<file path="src/rtl/expr_pkg.sv">
// -----------------------------------------------------------------------------
// expr_pkg
// Shared types and constants for the streaming expression recogniser.
//   state_e : recogniser state (EMPTY, NUM, OPND, ERR)
//   op_e    : decoded operator kind
//   CH_*    : ASCII codes of the characters the recogniser understands
// Optional feature macro: EXPR_SUB_EN (enables '-' as an operator).
// -----------------------------------------------------------------------------
package expr_pkg;

  typedef enum logic [1:0] {
    EMPTY = 2'd0,  // nothing accepted since clr
    NUM   = 2'd1,  // inside an operand; prefix is a complete expression
    OPND  = 2'd2,  // operator just accepted; an operand must follow
    ERR   = 2'd3   // illegal prefix seen; absorbing until clr
  } state_e;

  typedef enum logic [1:0] {
    OP_ADD = 2'd0,
    OP_MUL = 2'd1,
    OP_SUB = 2'd2
  } op_e;

  localparam logic [7:0] CH_0     = 8'd48;
  localparam logic [7:0] CH_9     = 8'd57;
  localparam logic [7:0] CH_PLUS  = 8'd43;
  localparam logic [7:0] CH_MUL   = 8'd42;
  localparam logic [7:0] CH_MINUS = 8'd45;

endpackage

</file>
<file path="src/rtl/expr_classify.sv">
// -----------------------------------------------------------------------------
// expr_classify
// Combinational character-class decoder for expr_fsm.
// Ports:
//   in_i        [7:0] ASCII character
//   is_digit_o        1 = '0'..'9'
//   is_op_o           1 = recognised operator
//   op_kind_o         which operator (valid when is_op_o)
//   digit_o     [3:0] numeric digit value (valid when is_digit_o)
// Optional feature macro: EXPR_SUB_EN -- when defined '-' is an operator,
// otherwise it is classified as illegal.
// -----------------------------------------------------------------------------
module expr_classify
  import expr_pkg::*;
(
  input  logic [7:0] in_i,
  output logic       is_digit_o,
  output logic       is_op_o,
  output op_e        op_kind_o,
  output logic [3:0] digit_o
);

  always_comb begin
    // NOTE: every output gets a default before the case so no path leaves
    // it unassigned; otherwise synthesis infers a latch.
    is_digit_o = (in_i >= CH_0) && (in_i <= CH_9);
    is_op_o    = 1'b0;
    op_kind_o  = OP_ADD;
    // '0' is 0x30, so the low nibble of a digit character is its value.
    digit_o    = in_i[3:0];

    case (in_i)
      CH_PLUS: begin
        is_op_o   = 1'b1;
        op_kind_o = OP_ADD;
      end
      CH_MUL: begin
        is_op_o   = 1'b1;
        op_kind_o = OP_MUL;
      end
`ifdef EXPR_SUB_EN
      CH_MINUS: begin
        is_op_o   = 1'b1;
        op_kind_o = OP_SUB;
      end
`endif
      default: ;
    endcase
  end

endmodule

</file>
<file path="src/rtl/expr_fsm.sv">
// -----------------------------------------------------------------------------
// expr_fsm
// Streaming ASCII arithmetic-expression recogniser and evaluator. Accepts one
// character per in_vld beat and reports, one cycle later, whether the accepted
// prefix is a complete expression  digits (op digits)*  and its value with
// '*' binding tighter than '+'. Arithmetic wraps modulo 2^VAL_W.
// Parameters:
//   MAX_DIGITS  max digits per operand; a longer run is an error
//   VAL_W       result width
// Ports:
//   clk          rising-edge clock
//   clr          synchronous active-high reset; wins over in_vld
//   in_vld       in is consumed on this edge only when 1
//   in     [7:0] ASCII character
//   out          1 = accepted prefix is a complete legal expression
//   err          1 = illegal prefix seen; sticky until clr
//   value        value of the accepted prefix (0 once in error)
// Optional feature macro: EXPR_SUB_EN -- adds '-' at '+' precedence with a
// sign register; value becomes a two's-complement wrapped result.
// -----------------------------------------------------------------------------
module expr_fsm
  import expr_pkg::*;
#(
  parameter int MAX_DIGITS = 3,
  parameter int VAL_W      = 16
) (
  input  logic             clk,
  input  logic             clr,
  input  logic             in_vld,
  input  logic [7:0]       in,
  output logic             out,
  output logic             err,
  output logic [VAL_W-1:0] value
);

  localparam int NDIG_W = $clog2(MAX_DIGITS + 1);

  logic       is_digit;
  logic       is_op;
  op_e        op_kind;
  logic [3:0] digit;

  expr_classify u_classify (
    .in_i       (in),
    .is_digit_o (is_digit),
    .is_op_o    (is_op),
    .op_kind_o  (op_kind),
    .digit_o    (digit)
  );

  // Expression value is tracked as sum + prod*cur: sum holds completed
  // '+'-separated terms, prod the product of the current term so far and
  // cur the operand being typed.
  state_e              state_q, state_d;
  logic [VAL_W-1:0]    sum_q,   sum_d;
  logic [VAL_W-1:0]    prod_q,  prod_d;
  logic [VAL_W-1:0]    cur_q,   cur_d;
  logic [NDIG_W-1:0]   ndig_q,  ndig_d;
  logic                out_q,   out_d;
  logic                err_q,   err_d;
  logic [VAL_W-1:0]    value_q, value_d;
`ifdef EXPR_SUB_EN
  logic                sgn_q,   sgn_d;    // 1 = current term is subtracted
`endif

  logic take_digit;
  logic take_op;
  logic go_err;

  // Next-state decode: exactly one of take_digit / take_op / go_err fires
  // on an accepted character outside ERR.
  always_comb begin
    take_digit = 1'b0;
    take_op    = 1'b0;
    go_err     = 1'b0;
    if (in_vld) begin
      case (state_q)
        EMPTY, OPND: begin
          if (is_digit) take_digit = 1'b1;
          else          go_err     = 1'b1;
        end
        NUM: begin
          if (is_digit) begin
            if (ndig_q == NDIG_W'(MAX_DIGITS)) go_err     = 1'b1;
            else                               take_digit = 1'b1;
          end else if (is_op) begin
            take_op = 1'b1;
          end else begin
            go_err = 1'b1;
          end
        end
        default: ;  // ERR absorbs everything
      endcase
    end
  end

  // Datapath next values.
  always_comb begin
    state_d = state_q;
    sum_d   = sum_q;
    prod_d  = prod_q;
    cur_d   = cur_q;
    ndig_d  = ndig_q;
    out_d   = out_q;
    err_d   = err_q;
    value_d = value_q;
`ifdef EXPR_SUB_EN
    sgn_d   = sgn_q;
`endif

    if (take_digit) begin
      state_d = NUM;
      cur_d   = cur_q * VAL_W'(10) + VAL_W'(digit);
      ndig_d  = ndig_q + 1'b1;
      out_d   = 1'b1;
`ifdef EXPR_SUB_EN
      value_d = sgn_q ? (sum_q - prod_q * cur_d) : (sum_q + prod_q * cur_d);
`else
      value_d = sum_q + prod_q * cur_d;
`endif
    end else if (take_op) begin
      state_d = OPND;
      cur_d   = '0;
      ndig_d  = '0;
      out_d   = 1'b0;
      // value_d holds: an operator does not change the value of the prefix
      // it terminates ("2*" still reports 2), which sum+prod*cur with cur=0
      // would not give for '*'.
      if (op_kind == OP_MUL) begin
        prod_d = prod_q * cur_q;
      end else begin
`ifdef EXPR_SUB_EN
        sum_d = sgn_q ? (sum_q - prod_q * cur_q) : (sum_q + prod_q * cur_q);
        sgn_d = (op_kind == OP_SUB);
`else
        sum_d = sum_q + prod_q * cur_q;
`endif
        prod_d = VAL_W'(1);
      end
    end else if (go_err) begin
      state_d = ERR;
      err_d   = 1'b1;
      out_d   = 1'b0;
      value_d = '0;
    end
  end

  // Single state/output register; outputs are registered copies.
  always_ff @(posedge clk) begin
    // NOTE: sequential state uses non-blocking assignments so every register
    // samples pre-edge values regardless of statement order.
    if (clr) begin
      state_q <= EMPTY;
      sum_q   <= '0;
      prod_q  <= VAL_W'(1);
      cur_q   <= '0;
      ndig_q  <= '0;
      out_q   <= 1'b0;
      err_q   <= 1'b0;
      value_q <= '0;
`ifdef EXPR_SUB_EN
      sgn_q   <= 1'b0;
`endif
    end else begin
      state_q <= state_d;
      sum_q   <= sum_d;
      prod_q  <= prod_d;
      cur_q   <= cur_d;
      ndig_q  <= ndig_d;
      out_q   <= out_d;
      err_q   <= err_d;
      value_q <= value_d;
`ifdef EXPR_SUB_EN
      sgn_q   <= sgn_d;
`endif
    end
  end

  assign out   = out_q;
  assign err   = err_q;
  assign value = value_q;

endmodule

</file>
<file path="config.mk">
export PLATFORM = sky130hd
export DESIGN_NAME = expr_fsm
export DESIGN_NICKNAME = d
export VERILOG_FILES = /design/src/rtl/expr_pkg.sv /design/src/rtl/expr_classify.sv /design/src/rtl/expr_fsm.sv
export SDC_FILE = /design/constraint.sdc
export NUM_CORES = 1
export LEC_CHECK = 0
export BUFFER_PORTS_ARGS = -buffer_cell sky130_fd_sc_hd__buf_4
export CORE_MARGIN = 5
export CORE_UTILIZATION = 55
export DETAILED_ROUTE_END_ITERATION = 16
export PLACE_DENSITY_LB_ADDON = 0.05
export SLEW_MARGIN = 20
export SYNTH_ARGS = -nofsm -noshare
export SYNTH_HDL_FRONTEND = slang
export SYNTH_SLANG_ARGS = --single-unit
</file>
<file path="constraint.sdc">
create_clock -name clk -period 7.1 [get_ports clk]
set_input_delay 0.355 -clock clk [delete_from_list [all_inputs] [get_ports clk]]
set_output_delay 0.355 -clock clk [all_outputs]
set_load 0.01 [all_outputs]
</file>
==> metrics.csv, run 1 <==
stage,metric,value,unit
worst_setup_path,WP data required,7.32,ns
finish,ant diodes,0,
clock_network,root buffer cell,clkbuf_16,
floorplan,Site Rows,54,
timing,RSZ-0062 raised after global routing,true,
timing,fmax,136.0,MHz
logic_synthesis,largest area contributor in the synthesized netlist,fa_1,
clock_network,Worst-Skew Late Latency,0.36,ns
global_routing,GRT Total Usage,24.70,%
timing,Final Max Slew Viols,0,
logic_synthesis,most common flop cell mapped by yosys,dfxtp_1,
logic_synthesis,"Avg Cell Area, Syn",8.296,sq um
worst_setup_path,critical path capture point type,flop,
drt,Via density,5.332,
finish,layout cell share with drive strength beyond 1,11.78,%
placement,final estimated routing congestion in global placement,0.8755,
logic_synthesis,Yosys Warn Count,0,
logic_synthesis,most frequent cell after synthesis,inv_1,
timing,WHS,0.2265,ns
timing,worst-margin pin slew,0.7638,ns
job,maxcap violations,0,
worst_setup_path,Worst path slowest cell,fa_1,
worst_setup_path,CP Max Fanout,3,
global_routing,first-pass GRT wire length,51.69,mm
global_routing,vias in the first global route,10080,
global_routing,total gr overflow,0,
logic_synthesis,Cells after Synth,1479,
clock_network,"Hold-fix buffers, CTS",0,
worst_hold_path,min-delay worst type,in -> reg,
drt,1st-iter DRT viols,604,
finish,FF+latch area,0.001411,sq mm
timing,setup violators final,1,
worst_setup_path,Worst setup SP type,flop,
logic_synthesis,"FFs w/ async S/R, synth",0,%
drt,Post-Route WL,30.14,mm
logic_synthesis,Syn Nets,1810,
logic_synthesis,Post-synth EDFFs,0,
logic_synthesis,Netlist cell types,58,
placement,hpwl dp,24.72,mm
floorplan,Die W,159.4,um
timing,Final Hold Fails,0,
global_routing,initial antenna violation count,0,
drt,drt drc,0,
clock_network,number of CTS-inserted buffers,9,
finish,Filler Cells Inserted,1941,
timing,Post-Route Skew,0.01556,ns
logic_synthesis,Synth area leaders,"fa_1 (29%), ha_1 (15%), dfxtp_1 (11%)",
placement,Placed Area,0.01337,sq mm
power,Tot Pwr,0.0009106,W
placement,IO buf count,28,
power,Max IR drop VDD,0.00009042,V
logic_synthesis,Synth Register Bits,70,
placement,Placement Setup Slack,-0.3377,ns
worst_setup_path,WS Path Type,reg -> reg,
logic_synthesis,register area share after synthesis,11.42,%
finish,final instance area,0.01376,sq mm
floorplan,core area,0.02189,sq mm
timing,slew margin rel.,49.08,%
floorplan,initial core utilization,56.05,%
worst_setup_path,CP most frequent cell,xnor2_1,
worst_setup_path,crit path DAT,7.57,ns
timing,final worst-path cycle share,103.6,%
clock_network,htree depth,3,
drt,drt pass-1 iters,5,
outcome,status,finished with violations,
clock_network,CTS Buffer Depth,2,
logic_synthesis,synthesized cell area,0.01227,sq mm
global_routing,largest net degree at the start of global routing,55,
clock_network,"Setup Fix Bufs, Post-CTS",0,
clock_network,"Clk pin slew, worst setup/hold paths",0.07,ns
timing,PnR worst setup slack,-0.2555,ns
finish,nets@finish,1879,
timing,Final Critical Period,7.356,ns
finish,area delta synth->final,12.15,%
outcome,violated checks,setup timing,
worst_setup_path,Critical Path Max Stage Delay,0.55,ns
power,pwr dens,66.18,mW/mm^2
power,leak pwr,6.959,nW
drt,via count,9774,
floorplan,DIE AREA,0.02539,sq mm
floorplan,# IOs,29,
finish,area occupied by multi-input gates,0.009639,sq mm
clock_network,clock tree sinks,70,
clock_network,CTS tree,built,
floorplan,die height,159.4,um
drt,post-route ant nets,0,
logic_synthesis,most instantiated cells after synthesis,"inv_1 (299), nand2_1 (219), fa_1 (177)",
logic_synthesis,post-synth top area share,28.88,%
drt,WL per Instance,16.44,um
==> power by group <==
part | total [W] | internal (W) | switching [W] | leakage [nW]
sequential | 0.000395 | 0.000394 | 0.00000138 | 0.568
combinational | 0.0000488 | 0.0000159 | 0.0000329 | 6.24
clock | 0.000466 | 0.000249 | 0.000217 | 0.147
total | 0.000911 | 0.000659 | 0.000251 | 6.96
==> worst max-delay path, delay by kind of cell, from the launching register on <==
kind | cells | cell delay [ns]
adders and majority gates | 9 | 3.56
xor gates and xnor gates | 13 | 2.16
and+or+nand+nor | 4 | 0.91
DFF | 1 | 0.35
buffers and inverters | 3 | 0.15
AOI/OAI and AO/OA | 1 | 0.07
==> layer usage <==
metal | track usage (%) | share of wire (%) | wire length (um) | up-vias
li1 | - | - | - | 4668
met1 | 35.91 | 48 | 14450 | 4856
met2 | 40.46 | 46 | 14010 | 222
met3 | 3.339 | 4.5 | 1353 | 28
met4 | 3.567 | 1.1 | 319 | 0
met5 | 0 | 0 | 0 | -
==> timing repair <==
action                                  in CTS  in global routing
gates cloned                                 0                  0
gates resized for setup                      2                 19
endpoints found under the setup margin       1                  4
hold endpoints to repair                     0                  0
pin swaps                                    8                  6
==> cells in the final DEF, fill, tap and decap left out, types with 6 or more instances in the layout <==
cell / count
nand3_1: 28
inv_1: 298
a22o_1: 15
fa_1: 173
nand2_1: 218
a21oi_1: 65
a31oi_1: 6
o21bai_1: 10
o21ai_0: 20
buf_4: 124
clkbuf_16: 9
a21oi_2: 7
dfxtp_1: 64
a21o_1: 12
nor2_1: 54
and2_1: 92
xnor2_1: 83
ha_1: 139
nor3_1: 7
nor2b_1: 10
nand2b_1: 9
xor2_1: 19
==> cells by family (layout without fill, tap and decap cells) <==
family                   Yosys count  in the layout  share of synthesized area (%)
AO/OA/AOI/OAI                    164            164                          8.413
XOR/XNOR                         109            109                          7.954
adder cells (fa/ha/maj)          320            320                          43.46
buffers and inverters            366            440                          11.28
flip-flops                        70             70                          11.42
multiplexers                       3              3                         0.2448
AND/OR/NAND/NOR                  447            447                          17.22
==> final cells by class <==
type,count,area share (%)
inverters,299,8.157
clock inverters,7,0.5001
repair buffers,125,6.847
multi-input cells,1043,70.06
clock buffers,9,1.637
flip-flops and latches,70,10.26
well taps,280,2.546
==> state kept, by name, indices dropped and copies added, names as in the netlist <==
| signal | cells |
|---|---|
| value | 16 |
| out | 1 |
| state_q | 2 |
| cur_q | 16 |
| sum_q | 16 |
| ndig_q | 2 |
| err | 1 |
| prod_q | 16 |
==> per-stage QoR <==
stage               instances  util [%]  setup TNS (ns)
detailed placement       1817     61.09         -0.3377
CTS                      1833     62.50         -0.2981
global route             1833     62.85         -0.5621
floorplan                1479         -        -0.07086
finish                   1833     62.85         -0.2555
global placement         1817     61.09         -0.2574
==> final timing paths <==
check,to,slack [ns],start,depth (start not counted)
max,value[15],-0.26,cur_q[1],30
min,state_q[0],0.23,in_vld,2
max reg2reg,value[15],-0.26,cur_q[1],30
min reg2reg,err,0.45,err,2
(Power assumes the default switching activity.)
==> inputs of run 2 (changes only) <==
--- a/config.mk
+++ b/config.mk
@@ -7,7 +7,7 @@
 export LEC_CHECK = 0
 export BUFFER_PORTS_ARGS = -buffer_cell sky130_fd_sc_hd__buf_4
 export CORE_MARGIN = 5
-export CORE_UTILIZATION = 55
+export CORE_UTILIZATION = 58
 export DETAILED_ROUTE_END_ITERATION = 16
 export PLACE_DENSITY_LB_ADDON = 0.05
 export SLEW_MARGIN = 20
==> metrics.csv, run 2 (synthesis gave the netlist of run 1 again) <==
stage,metric,value,unit,change
outcome,status,finished with violations,,
outcome,violated checks,setup timing,,
worst_setup_path,critical path depth,32,,+6.7%
worst_setup_path,CP most frequent cell,xnor2_1,,
clock_network,CTS tree,built,,
finish,final instance area,0.01375,sq mm,about the same
power,Comb pwr share,5.0,%,-0.4 points
clock_network,htree depth,3,,unchanged
timing,Final Critical Period,7.299,ns,-0.05643 ns
power,switching pwr,0.0002407,W,-4.3%
floorplan,Die W,155.4,um,-2.5%
clock_network,number of CTS-inserted buffers,9,,unchanged
finish,Filler Cells Inserted,1871,,-3.6%
placement,final estimated routing congestion in global placement,0.8539,,-2.5%
drt,via count,9717,,-0.58%
floorplan,DIE AREA,0.02416,sq mm,-4.8%
global_routing,total gr overflow,0,,unchanged
placement,Placed Area,0.01335,sq mm,-0.22%
power,pwr dens,70.07,mW/mm^2,+5.9%
power,P_int,0.0007227,W,+9.6%
worst_hold_path,Hold Startpoint,in_vld,,
clock_network,Worst-Skew Late Latency,0.35,ns,about the same
worst_setup_path,crit path DAT,7.51,ns,-0.06 ns
worst_setup_path,critical path capture point type,flop,,
global_routing,first-pass GRT wire length,50.34,mm,-2.6%
drt,drt drc,0,,unchanged
drt,1st-iter DRT viols,685,,+13%
clock_network,"Clk pin slew, worst setup/hold paths",0.07,ns,about the same
finish,area delta synth->final,12.06,%,about the same
floorplan,die height,155.4,um,-2.5%
power,leak pwr,6.937,nW,-0.31%
placement,IO buf count,28,,unchanged
timing,Final Hold Fails,0,,unchanged
finish,"commonest non-fill, non-tap cell in the layout",inv_1,,
worst_setup_path,Worst path slowest cell,fa_1,,
worst_hold_path,Worst Hold Depth,2,,unchanged
job,maxcap violations,0,,unchanged
global_routing,initial antenna violation count,0,,unchanged
finish,nets@finish,1876,,-0.16%
clock_network,clock tree sinks,70,,unchanged
worst_setup_path,CP Max Fanout,6,,+3
global_routing,vias in the first global route,9935,,-1.4%
worst_setup_path,Worst setup SP type,flop,,
worst_setup_path,R2R depth,32,,+6.7%
floorplan,initial core utilization,58.55,%,+2.5 points
global_routing,GRT Total Usage,26.08,%,+1.4 points
floorplan,core area,0.02096,sq mm,-4.3%
drt,Post-Route WL,29.58,mm,-1.8%
finish,layout cell share with drive strength beyond 1,11.55,%,-0.24 points
finish,ant diodes,0,,unchanged
power,Net Sw Frac,24.98,%,-2.6 points
worst_setup_path,Critical path buffers and inverters,3,,unchanged
floorplan,Site Rows,53,,-1.9%
placement,hpwl dp,24.23,mm,-2.0%
timing,slew margin rel.,44.24,%,-4.8 points
power,clock power share,53.9,%,+2.7 points
timing,Final Max Slew Viols,0,,unchanged
power,Max IR drop VDD,0.0001106,V,+22%
worst_setup_path,"delay-heaviest family, CP",adder cells,,
timing,final worst-path cycle share,102.8,%,-0.79 points
timing,PnR worst setup slack,-0.1991,ns,+0.05643 ns
power,Tot Pwr,0.0009634,W,+5.8%
worst_setup_path,"reg-to-reg slack, setup",-0.20,ns,+0.06 ns
worst_setup_path,WS Path Type,reg -> reg,,
timing,RSZ-0062 raised after global routing,true,,
worst_setup_path,R2R Path Start,cur_q[1],,
drt,post-route ant nets,0,,unchanged
drt,WL per Instance,16.21,um,-1.4%
global_routing,largest net degree at the start of global routing,55,,unchanged
drt,drt pass-1 iters,6,,+1
worst_setup_path,WP data required,7.31,ns,about the same
timing,setup violators final,1,,unchanged
drt,Via density,5.324,,-0.15%
timing,Post-Route Skew,0.008755,ns,-0.006803 ns
finish,most frequent cells in the layout,"inv_1 (298), nand2_1 (217), fa_1 (173), ha_1 (138), buf_4 (122)",,
clock_network,"Setup Fix Bufs, Post-CTS",0,,unchanged
worst_hold_path,WHS Endpoint,state_q[0],,
worst_setup_path,Critical Path Max Stage Delay,0.53,ns,-0.02 ns
worst_hold_path,min-delay worst type,in -> reg,,
worst_setup_path,r2r endpoint,value[15],,
clock_network,CTS Buffer Depth,2,,unchanged
floorplan,# IOs,29,,unchanged
timing,fmax,137.0,MHz,+0.77%
clock_network,root buffer cell,clkbuf_16,,
power,sequential power share,41.1,%,-2.3 points
timing,worst-margin pin slew,0.8341,ns,+0.07023 ns
==> run 2: changes by cell type in the layout (fill, tap and decap cells not counted), sizes merged <==
cell,previous run,this run
clkinvlp,0,1
clkinv,0,1
bufinv,0,2
inv,306,302
buf,125,122
==> run 2: layout make-up <==
type / instances / area [sq um] / share of cell area, %
Multi-Input combinational cell: 1043 / 9627 / 70.02
Sequential cell: 70 / 1413 / 10.27
Inverter: 299 / 1122 / 8.163
Timing Repair Buffer: 122 / 915.9 / 6.661
Tap cell: 275 / 344.1 / 2.503
Clock buffer: 9 / 225.2 / 1.638
Clock inverter: 7 / 102.6 / 0.7462
==> run 2: worst max-delay path by stage <==
stage,start,end,slack [ns]
floorplan,cur_q[1],value[15],-0.07
global placement,cur_q[1],value[15],-0.26
detailed placement,cur_q[4],value[15],-0.34
CTS,cur_q[1],value[15],-0.24
global route,cur_q[1],value[15],-0.58
finish,cur_q[1],value[15],-0.20
==> run 2: metal layers <==
metal	GRT usage [%]	vias to the layer above	part of all wire [%]
li1	-	4672	-
met1	38.63	4710	47
met2	41.01	290	46
met3	3.394	45	6.2
met4	5.877	0	1.7
met5	0	-	0
==> run 2: through the flow <==
step	util [%]	instances	setup slack, ns	setup TNS, ns	hold slack [ns]
5_1_grt	65.61	1825	-0.5806	-0.6920	0.2279
3_3_place_gp	63.69	1809	-0.2616	-0.2616	0.4334
4_1_cts	65.41	1825	-0.2363	-0.2363	0.2230
3_5_place_dp	63.69	1809	-0.3358	-0.3358	0.4412
6_report	65.61	1825	-0.1991	-0.1991	0.2361
2_1_floorplan	-	1479	-0.07086	-0.07086	0.4479
==> run 2: repair_timing <==
action | CTS | global route
gates resized for setup | 7 | 11
pin swaps | 5 | 2
hold buffers | 0 | 0
setup endpoints to repair | 1 | 4
==> run 2: power groups by stage <==
| stage | Sequential (W) | Combinational (W) | Clock, W |
|---|---|---|---|
| 2_1_floorplan | 0.000405 | 0.0000260 | 0 |
| 3_3_place_gp | 0.000404 | 0.0000475 | 0 |
| 3_5_place_dp | 0.000404 | 0.0000478 | 0 |
| 4_1_cts | 0.000395 | 0.0000483 | 0.000528 |
| 5_1_grt | 0.000396 | 0.0000530 | 0.000547 |
| 6_report | 0.000395 | 0.0000485 | 0.000519 |
